--- config.mk ---
export PLATFORM = sky130hd
export DESIGN_NAME = conv2_relu_maxpool
export DESIGN_NICKNAME = d
export VERILOG_FILES = /design/src/rtl/conv2_relu_maxpool.sv
export SDC_FILE = /design/constraint.sdc
export NUM_CORES = 1
export LEC_CHECK = 0
export ABC_AREA = 1
export BUFFER_PORTS_ARGS = -buffer_cell sky130_fd_sc_hd__buf_2
export CAP_MARGIN = 0
export CORE_AREA = 3 3 109 132
export CTS_CLUSTER_SIZE = 25
export DETAILED_ROUTE_END_ITERATION = 12
export DIE_AREA = 0 0 112 135
export GPL_TIMING_DRIVEN = 0
export PLACE_DENSITY = 0.51
export SETUP_SLACK_MARGIN = 0.02
export SYNTH_ARGS = -nofsm -noshare
export SYNTH_HDL_FRONTEND = slang
export SYNTH_SLANG_ARGS = --single-unit
--- constraint.sdc ---
create_clock -name clk -period 3.5 [get_ports clk]
set_input_delay 0 -clock clk [delete_from_list [all_inputs] [get_ports clk]]
set_output_delay 0 -clock clk [all_outputs]
set_load 0.01 [all_outputs]
--- src/rtl/conv2_relu_maxpool.sv ---
// Bias + saturate + ReLU on a raster stream of conv2 pixels, followed by 2x2
// max pooling using one pair register and a half-width row buffer.
module conv2_relu_maxpool #(
  parameter int                        DATA_W = 14,
  parameter int                        IMG_W  = 8,
  parameter int                        IMG_H  = 8,
  parameter logic signed [DATA_W-1:0]  BIAS   = '0
) (
  input  logic                     clk,
  input  logic                     rst,
  input  logic                     valid_in,
  input  logic signed [DATA_W-1:0] conv_in,
  output logic signed [DATA_W-1:0] data_out,
  output logic                     valid_out,
  output logic                     frame_done
);

  localparam int COL_W = $clog2(IMG_W);
  localparam int ROW_W = $clog2(IMG_H);
  localparam int HALF  = IMG_W / 2;
  localparam int IDX_W = (HALF > 1) ? $clog2(HALF) : 1;

  localparam logic [COL_W-1:0]        COL_LAST = COL_W'(IMG_W - 1);
  localparam logic [ROW_W-1:0]        ROW_LAST = ROW_W'(IMG_H - 1);
  localparam logic signed [DATA_W-1:0] SAT_MAX = {1'b0, {(DATA_W-1){1'b1}}};
  localparam logic signed [DATA_W-1:0] SAT_MIN = {1'b1, {(DATA_W-1){1'b0}}};

  logic [COL_W-1:0]        col_q;
  logic [ROW_W-1:0]        row_q;
  logic signed [DATA_W-1:0] pair_q;
  logic signed [DATA_W-1:0] row_buf [HALF];

  logic signed [DATA_W:0]   sum;
  logic signed [DATA_W-1:0] sat;
  logic signed [DATA_W-1:0] relu;
  logic [IDX_W-1:0]         idx;
  logic signed [DATA_W-1:0] row_entry;
  logic signed [DATA_W-1:0] pair_max;
  logic signed [DATA_W-1:0] pool_max;
  logic                     col_last;
  logic                     row_last;

  // One extra bit of headroom; overflow shows as the top two bits disagreeing.
  assign sum = {conv_in[DATA_W-1], conv_in} + {BIAS[DATA_W-1], BIAS};

  always_comb begin
    sat = sum[DATA_W-1:0];
    if (sum[DATA_W] != sum[DATA_W-1]) begin
      sat = sum[DATA_W] ? SAT_MIN : SAT_MAX;
    end
    relu = sat[DATA_W-1] ? '0 : sat;
  end

  assign idx       = IDX_W'(col_q >> 1);
  assign row_entry = row_buf[idx];
  assign pair_max  = (pair_q > relu) ? pair_q : relu;
  assign pool_max  = (pair_max > row_entry) ? pair_max : row_entry;
  assign col_last  = (col_q == COL_LAST);
  assign row_last  = (row_q == ROW_LAST);

  always_ff @(posedge clk or negedge rst) begin
    if (!rst) begin
      col_q      <= '0;
      row_q      <= '0;
      pair_q     <= '0;
      data_out   <= '0;
      valid_out  <= 1'b0;
      frame_done <= 1'b0;
      for (int i = 0; i < HALF; i++) begin
        row_buf[i] <= '0;
      end
    end else begin
      valid_out  <= 1'b0;
      frame_done <= 1'b0;
      if (valid_in) begin
        // Even column: stash; odd column of even row: fold pair into buffer;
        // odd column of odd row: fold pair with buffered upper row and emit.
        if (!col_q[0]) begin
          pair_q <= relu;
        end else if (!row_q[0]) begin
          row_buf[idx] <= pair_max;
        end else begin
          data_out   <= pool_max;
          valid_out  <= 1'b1;
          frame_done <= row_last & col_last;
        end

        if (col_last) begin
          col_q <= '0;
          row_q <= row_last ? '0 : row_q + ROW_W'(1);
        end else begin
          col_q <= col_q + COL_W'(1);
        end
      end
    end
  end

endmodule

## After elaboration in Yosys (flattened, before gate mapping)

Index checks and enable logic that the tools add are counted.

- Bits in registers: 92
- Bits of input ports: 17
- Output and inout port bits: 16
- Word-level logic and storage cells: 44

- $add $sub $neg: 2
- $lt $le $gt $ge: 4
- Eq/ne operators: 2
- Mux-type cells: 17
- Bitwise operators: 4
- Reductions and logical operators: 5

Operators by type and width:

| kind | number |
|---|---|
| two-way mux 14 bit | 5 |
| bitwise mux 56 bit | 1 |
| binary-select mux 14 bit (select 2 bit) | 1 |
| demux 14 bit (select 2 bit) | 1 |
| greater-than comparator 14 bit | 2 |
| two-way mux 13 bit | 1 |
| adder 3 x 1 -> 3 bit, second input constant | 2 |
| == test 3 bit, second input constant | 2 |
| two-way mux 1 bit | 6 |
| two-way mux 3 bit | 2 |
| AND reduction 3 bit | 2 |
| AND reduction 2 bit | 2 |
| greater-or-equal comparator 3 bit, second input constant | 1 |
| less-than comparator 3 x 1 -> 1 bit, second input constant | 1 |
| NOT 2 -> 3 bit | 1 |
| NOT 1 bit | 2 |
| bitwise AND 1 bit | 1 |
| logical AND 1 bit | 1 |

## Longest topological paths before layout

Gate-level depths: netlist of run 1.

- Word-level depth: 6
- Depth in mapped cells: 29
- Depth with buffers taken out: 26

## Worst setup path before layout of run 1

Ideal clock, no wire load.

- Path kind: input to register
- Start point: input port conv_in[13]
- End point: register data_out[3]
- Arrival: 3.166 ns
- Data required time: 3.382 ns
- Path slack: 0.216 ns
- Stages: 25
- Path buffers: 3
- Cell sequence: inv_1 > clkbuf_1 > nand2_1 > ha_1 > nand2_1 > nor2_4 > nand2_2 > nor2_4 > nand2_2 > nand2_4 > nand2_4 > buf_2 > o21ai_1 > inv_1 > ha_1 > nand2_1 > o21bai_1 > a21oi_1 > a211oi_1 > nand2_4 > nand2_4 > buf_12 > nand2_2 > nand3_1 > nand2_1

- Word-level cells in the longest chain between the ends: 5

RTL lines:

| what | line | text |
|---|---|---|
| start: declaration | 12 | `input logic signed [DATA_W-1:0] conv_in,` |
| two-way mux 13 bit * | 51 | `relu = sat[DATA_W-1] ? '0 : sat;` |
| greater-than comparator 14 bit | 56 | `assign pair_max = (pair_q > relu) ? pair_q : relu;` |
| two-way mux 14 bit * | 56 |  |
| greater-than comparator 14 bit | 57 | `assign pool_max = (pair_max > row_entry) ? pair_max : row_entry;` |
| two-way mux 14 bit * | 57 |  |
| end signal: assignment | 83 | `data_out <= pool_max;` |
| end: declaration | 13 | `output logic signed [DATA_W-1:0] data_out,` |

Every way passes the cells marked *; elsewhere a longest branch is shown, timed or not.
A chain may end at the register's enable or synchronous reset.

## Worst setup path in the final report of run 1

- Start point: register pair_q[10]
- End point: register data_out[4]

- Word-level cells in the longest chain between the ends: 4

RTL lines:

| what | line | text |
|---|---|---|
| start: declaration | 30 | `logic signed [DATA_W-1:0] pair_q;` |
| start signal: assignment | 79 | `pair_q <= relu;` |
| greater-than comparator 14 bit | 56 |  |
| two-way mux 14 bit * | 56 |  |
| greater-than comparator 14 bit | 57 |  |
| two-way mux 14 bit * | 57 |  |

Marked as above.

==> results.ini, run 1 <==
[critical_path]
crit_type=register to register
path_cells=ha_4, nand2_4, nor2_4, nand2_2, nor2_4, nand2_2, nand2_4, nand2_8, buf_12, o21ai_4, inv_1, ha_4, nand2_4, o21bai_1, a21oi_1, a211oi_2, nand2_4, nand2_4, clkbuf_16, nand2_2, nand3_2, nand2_1
timing.critical_path.mode_cell=nand2_4
cpPeakStageDelay_ps=450
cp.buffers_inverters=3
worstSetupEndpointType=register
startpoint_type=register
slowest_stage=dfrtp_2
cp.arrival_ps=3620
cp_max_fo=6
cpLargestDelayFamily=simple AND/OR/NAND/NOR gates
critPathRequiredTime_ps=3730

[routing]
drc_errors=0
first_iter_violations=133
vias=3857
drtAntennaViolNets=0
via_per_inst=4.94
wl_per_cell_microns=15.0
drt_pass1_iterations=5
drt-total-wl_microns=11700

[finish]
antenna_cells=0
areaGrowthSynthToFinish_pct=29.1
regArea_sq_um=2150
layout_common_cells=149 x nand2_1, 85 x dfrtp_1, 57 x o21ai_0
final_nets=655
drive_above_1_share_pct=23.2
multi_input_area_sq_um=2440
nFillCells=1309
final_common_cell=nand2_1

[clock_tree]
clock_path_buffers=2
clkTransAtPathRegs_ps=60
clkLatencyLatePin_ps=340
cts.root.buffer_cell=clkbuf_16
cts_htree_levels=3
cts_tree=done
cts-buffers-inserted=9
cts.sinks=86

[sta]
slew_violations=0
finClkSkew_ps=8.52
min_period_ps=3390
setup_tns_ps=0
max_freq_mhz=295
hold_violations=0
finalCritPeriodShare_pct=96.7
setup_violations=0
maxSlewHeadroom_pct=53.3
worstMarginPinSlew_ps=699
rsz0062_at_grt=true

[synthesis]
ys_async_sr_fraction_pct=100
synth_cell_types=34
postSynthAreaPerCell_sq_um=8.51
synth_area_leaders=dfrtp_1 47%, nand2_1 13%, ha_1 8.0%
yosysTopAreaCell=dfrtp_1
yosysTopAreaCellShare_pct=47.2
yosysWarnings=0
synthFlopType=dfrtp_1
synthCells=536
syn_nets=582
yosysSeqAreaShare_pct=47.2
ys_ff_latch=86
synth_edf_count=0
synth_area_sq_um=4560

[pwr]
power.total_mw=6.85
leakagePower_nw=2.85
power.density_nw_per_um2=1160
max-vdd-ir-drop_v=0.000438

[die]
coreArea_sq_um=13200
io_pins=33
die_y_microns=135
die_width_microns=112
rows=46
start_util_pct=34.6
dieArea_sq_um=15100

[placed_design]
port_buffers=30
dp_hpwl_microns=8400
place_congestion=0.783

[global_routing]
grt_first_pass_wirelength_microns=18400
grt_overflow_total=0
antenna_found_initial=0
grt_start_max_net_pins=59
grt_pass1_vias=3666
grt.total_usage_pct=15.3

[hold_path]
min_path_type=primary input to register

[flow_run]
cap_violations=0

[outcome]
status=finished, final reports clean

==> what timing repair did <==
action	4_1_cts	5_1_grt
gates resized for setup	14	48
setup buffers	0	16
endpoints found under the setup margin	13	13
hold buffers	13	0
endpoints found under the hold margin	40	0
pin swaps	0	27
gates cloned	0	2
==> synth_stat cells, types with 2 or more instances <==
cell type,n
a21oi_1,19
a221oi_1,10
a22o_1,10
a22oi_1,5
and2_1,3
buf_2,4
clkbuf_1,17
dfrtp_1,86
ha_1,29
inv_1,37
inv_2,5
nand2_1,153
nand2_2,14
nand2_4,4
nand3_1,32
nand3_2,2
nor2_1,17
nor2_2,2
nor2_4,3
nor3_1,3
o21ai_0,59
o21ai_1,10
==> report_power, final <==
group	switching (mW)	internal, mW
clock	0.388	0.618
combinational	2.31	1.80
sequential	0.292	1.43
total	2.99	3.86
==> worst paths after layout <==
kind,startpoint,end,slack [ps],cells after the start
min,valid_in,col_q[2]$_DFFE_PN0P_,10,3
max reg2reg,pair_q[10]$_DFFE_PN0P_,data_out[4]$_DFFE_PN0P_,110,22
min reg2reg,data_out[3]$_DFFE_PN0P_,data_out[3]$_DFFE_PN0P_,460,2
min in group asynchronous,rst,pair_q[7]$_DFFE_PN0P_,140,2
max,pair_q[10]$_DFFE_PN0P_,data_out[4]$_DFFE_PN0P_,110,22
max in group asynchronous,rst,row_buf[44]$_DFFE_PN0P_,2720,3
==> routing by layer <==
| layer | global-route usage, % | vias to the layer above | share of wire, % |
|---|---|---|---|
| met5 | 0 | - | 0 |
| met4 | 5.95 | 0 | 1.3 |
| met3 | 2.24 | 9 | 3.2 |
| met2 | 26.3 | 73 | 50 |
| met1 | 19.4 | 1837 | 45 |
| li1 | - | 1938 | - |
==> registers in the layout, indices dropped and copies added (netlist names) <==
signal	cells
pair_q	13
row_q	3
frame_done	1
data_out	13
valid_out	1
col_q	3
row_buf	52
==> through the flow <==
step / utilization (%) / hold slack [ps] / std cells / instance area (sq um) / setup WS (ps)
3_3_place_gp: 37.4 / 300 / 734 / 4920 / -499
6_report: 44.7 / 13.6 / 781 / 5890 / 115
4_1_cts: 41.2 / 8.59 / 763 / 5430 / 23.8
3_5_place_dp: 37.6 / -28.5 / 735 / 4950 / -574
2_1_floorplan: - / -296 / 536 / 4560 / 216
5_1_grt: 44.7 / 64.9 / 781 / 5890 / -75.2
==> cell type report <==
type	instances	share of cell area, %
timing repair buffer	62	8.15
clock buffer	10	3.89
multi-input combinational	384	41.4
clock inverter	5	1.27
buffer	24	2.53
sequential	86	36.5
tap	168	3.57
inverter	42	2.68
==> cells by family after synthesis <==
family | synth area share [%]
buffers and inverters | 6.14
DFF | 47.2
AOI/OAI and AO/OA | 15.2
and+or+nand+nor | 23.5
other | 0.0822
adders and majority gates | 7.95
==> tightest hold or removal path: cells and delay by family <==
family / cells / cell delay [ps]
buf+inv: 1 / 160
compound gates: 1 / 60
simple gates: 1 / 80
No activity file was read; power rests on OpenSTA's default activity.
==> run 2: changes to the inputs <==
--- a/config.mk
+++ b/config.mk
@@ -8,12 +8,13 @@
 export ABC_AREA = 1
 export BUFFER_PORTS_ARGS = -buffer_cell sky130_fd_sc_hd__buf_2
 export CAP_MARGIN = 0
-export CORE_AREA = 3 3 109 132
+export CORE_AREA = 3 3 84 102
 export CTS_CLUSTER_SIZE = 25
 export DETAILED_ROUTE_END_ITERATION = 12
-export DIE_AREA = 0 0 112 135
+export DIE_AREA = 0 0 87 105
 export GPL_TIMING_DRIVEN = 0
-export PLACE_DENSITY = 0.51
+export PLACE_DENSITY = 0.79
+export RECOVER_POWER = 25
 export SETUP_SLACK_MARGIN = 0.02
 export SYNTH_ARGS = -nofsm -noshare
 export SYNTH_HDL_FRONTEND = slang
==> results.ini, run 2 (same netlist as run 1, synthesis figures left out) <==
[outcome]
status=complete, but fails checks  ; was finished, final reports clean
violations=max-capacitance violations, max-slew violations

[global_routing]
grt_first_pass_wirelength_microns=17300  ; was 18400 microns
grt_start_max_net_pins=70  ; was 59
grt_pass1_vias=3797  ; was 3666
grt_overflow_total=0  ; unchanged
antenna_found_initial=0  ; unchanged
grt.total_usage_pct=23.9  ; was 15.3%

[clock_tree]
cts.sinks=86  ; unchanged
clkLatencyLatePin_ps=370  ; was 340 ps
cts_tree=done  ; unchanged
clock_path_buffers=2  ; unchanged
clkTransAtPathRegs_ps=80  ; was 60 ps
cts-buffers-inserted=9  ; unchanged
cts.root.buffer_cell=clkbuf_8  ; was clkbuf_16
cts_htree_levels=3  ; unchanged

[sta]
max_freq_mhz=288  ; was 295 MHz
setup_violations=0  ; unchanged
setup_tns_ps=0  ; unchanged
finalCritPeriodShare_pct=99.1  ; was 96.7%
maxSlewHeadroom_pct=-13.3  ; was 53.3%
rsz0062_at_grt=true  ; unchanged
slew_violations=70  ; was 0
finClkSkew_ps=7.58  ; was 8.52 ps
min_period_ps=3470  ; was 3390 ps
worstMarginPinSlew_ps=1700  ; was 699 ps
hold_violations=0  ; unchanged

[critical_path]
worstSetupEndpointType=register  ; unchanged
r2r-start=pair_q[12]$_DFFE_PN0P_  ; was pair_q[10]$_DFFE_PN0P_
cpLargestDelayFamily=simple AND/OR/NAND/NOR gates  ; unchanged
critPathRequiredTime_ps=3760  ; was 3730 ps
cp.arrival_ps=3730  ; was 3620 ps
startpoint_type=register  ; unchanged
cp_num_cells=23  ; was 22
cp_max_fo=8  ; was 6
regToRegEndpoint=data_out[3]$_DFFE_PN0P_  ; was data_out[4]$_DFFE_PN0P_
slowest_stage=dfrtp_1  ; was dfrtp_2
r2r_cells=23  ; was 22
cp.buffers_inverters=5  ; was 3
rrSetupSlack_ps=30  ; was 110 ps
crit_type=register to register  ; unchanged
cpPeakStageDelay_ps=450  ; about the same
path_cells=ha_4, inv_2, nor2_4, nand2_2, nor2_4, nand2_2, nand2_4, nand2_8, buf_12, o21ai_4, inv_2, ha_4, nand2_1, inv_1, o21bai_1, a21oi_1, a211oi_2, nand2_4, nand2_4, clkbuf_16, nand2_2, nand3_2, nand2_1  ; was ha_4, nand2_4, nor2_4, nand2_2, nor2_4, nand2_2, nand2_4, nand2_8, buf_12, o21ai_4, inv_1, ha_4, nand2_4, o21bai_1, a21oi_1, a211oi_2, nand2_4, nand2_4, clkbuf_16, nand2_2, nand3_2, nand2_1

[finish]
layout_common_cells=148 x nand2_1, 85 x dfrtp_1, 57 x o21ai_0  ; was 149 x nand2_1, 85 x dfrtp_1, 57 x o21ai_0
top_register=row_buf  ; unchanged
antenna_cells=0  ; unchanged
areaGrowthSynthToFinish_pct=24.7  ; was 29.1%
largest_reg_flops=52  ; unchanged
largestRegisters=row_buf: 52 flops, data_out: 13 flops, pair_q: 13 flops  ; unchanged
final_nets=659  ; was 655
final_common_cell=nand2_1  ; unchanged
drive_above_1_share_pct=23.3  ; was 23.2%

[hold_path]
hp-start=conv_in[0]  ; was valid_in
whs_path_depth=5  ; was 3
min_to=pair_q[0]$_DFFE_PN0P_  ; was col_q[2]$_DFFE_PN0P_
min_path_type=primary input to register  ; unchanged

[routing]
wl_per_cell_microns=16.5  ; was 15.0 microns
drtAntennaViolNets=0  ; unchanged
via_per_inst=5.75  ; was 4.94
drt-total-wl_microns=11700  ; about the same
drc_errors=0  ; unchanged
first_iter_violations=283  ; was 133
drt_pass1_iterations=5  ; unchanged
vias=4079  ; was 3857

[die]
start_util_pct=59.5  ; was 34.6%
coreArea_sq_um=7660  ; was 13200 sq um
rows=35  ; was 46
io_pins=33  ; unchanged
die_width_microns=87  ; was 112 microns
die_y_microns=105  ; was 135 microns
dieArea_sq_um=9140  ; was 15100 sq um

[flow_run]
cap_violations=1  ; was 0

[pwr]
max-vdd-ir-drop_v=0.00104  ; was 0.000438 V
leakagePower_nw=2.80  ; was 2.85 nW
power.density_nw_per_um2=1160  ; about the same
power.total_mw=6.60  ; was 6.85 mW

[placed_design]
port_buffers=30  ; unchanged
place_congestion=0.860  ; was 0.783
dp_hpwl_microns=7530  ; was 8400 microns

## run 2: cell types whose count changed in the layout (fill, tap and decap cells not counted), sizes merged
cell / previous run / this run
bufinv: 2 / 0
buf: 54 / 53
clkinv: 3 / 2
dlygate4sd3: 13 / 15
clkbuf: 29 / 35
clkinvlp: 0 / 1
## run 2: layer usage
| layer | global-route usage [%] | vias to the layer above | share of wire (%) |
|---|---|---|---|
| met4 | 8.57 | 0 | 2.6 |
| met3 | 4.50 | 26 | 4.3 |
| met5 | 0 | - | 0 |
| li1 | - | 1942 | - |
| met1 | 30.0 | 1979 | 40 |
| met2 | 40.3 | 132 | 53 |
## run 2: timing repair
item | 4_1_cts | 5_1_grt
hold buffers | 15 | 0
hold endpoints to repair | 98 | 0
cloned | 0 | 3
endpoints found under the setup margin | 13 | 13
setup buffers | 0 | 17
resized for setup | 17 | 44
pin swaps | 0 | 22
## run 2: how the worst max path moves through the flow
stage	to	startpoint	slack (ps)
global route	data_out[3]$_DFFE_PN0P_	pair_q[12]$_DFFE_PN0P_	-80
finish	data_out[3]$_DFFE_PN0P_	pair_q[12]$_DFFE_PN0P_	30
detailed placement	data_out[6]$_DFFE_PN0P_	conv_in[13]	-590
global placement	data_out[2]$_DFFE_PN0P_	conv_in[13]	-470
floorplan	data_out[3]$_DFFE_PN0P_	conv_in[13]	220
CTS	data_out[6]$_DFFE_PN0P_	pair_q[11]$_DFFE_PN0P_	30
## run 2: final cells by class
type	instances	area [sq um]
multi-input cells	384	2420
flip-flops and latches	86	2150
fillers	524	1970
repair buffers	66	507
clock buffers	13	169
inverters	42	158
plain buffers	24	149
well taps	92	115
clock inverters	3	17.5
## run 2: power by group
part | switching (mW) | total (mW) | internal, mW
Clock | 0.363 | 0.678 | 0.315
Sequential | 0.293 | 1.72 | 1.43
Combinational | 2.36 | 4.20 | 1.84
Total | 3.01 | 6.60 | 3.59
## run 2: through the flow
step	utilization (%)	instance area, sq um	instances	hold WS, ps	setup WS, ps
floorplan	-	4560	536	-296	216
global placement	63.0	4830	658	297	-474
detailed placement	63.4	4860	659	-113	-593
CTS	68.6	5260	690	31.4	25.2
global route	74.3	5690	710	79.2	-81.7
finish	74.3	5690	710	55.2	30.9
## run 2: tightest hold or removal path, delay by kind of cell
family	cells	cell delay, ps
AND/OR/NAND/NOR	2	120
AO/OA/AOI/OAI	1	100
buffers and inverters	2	150
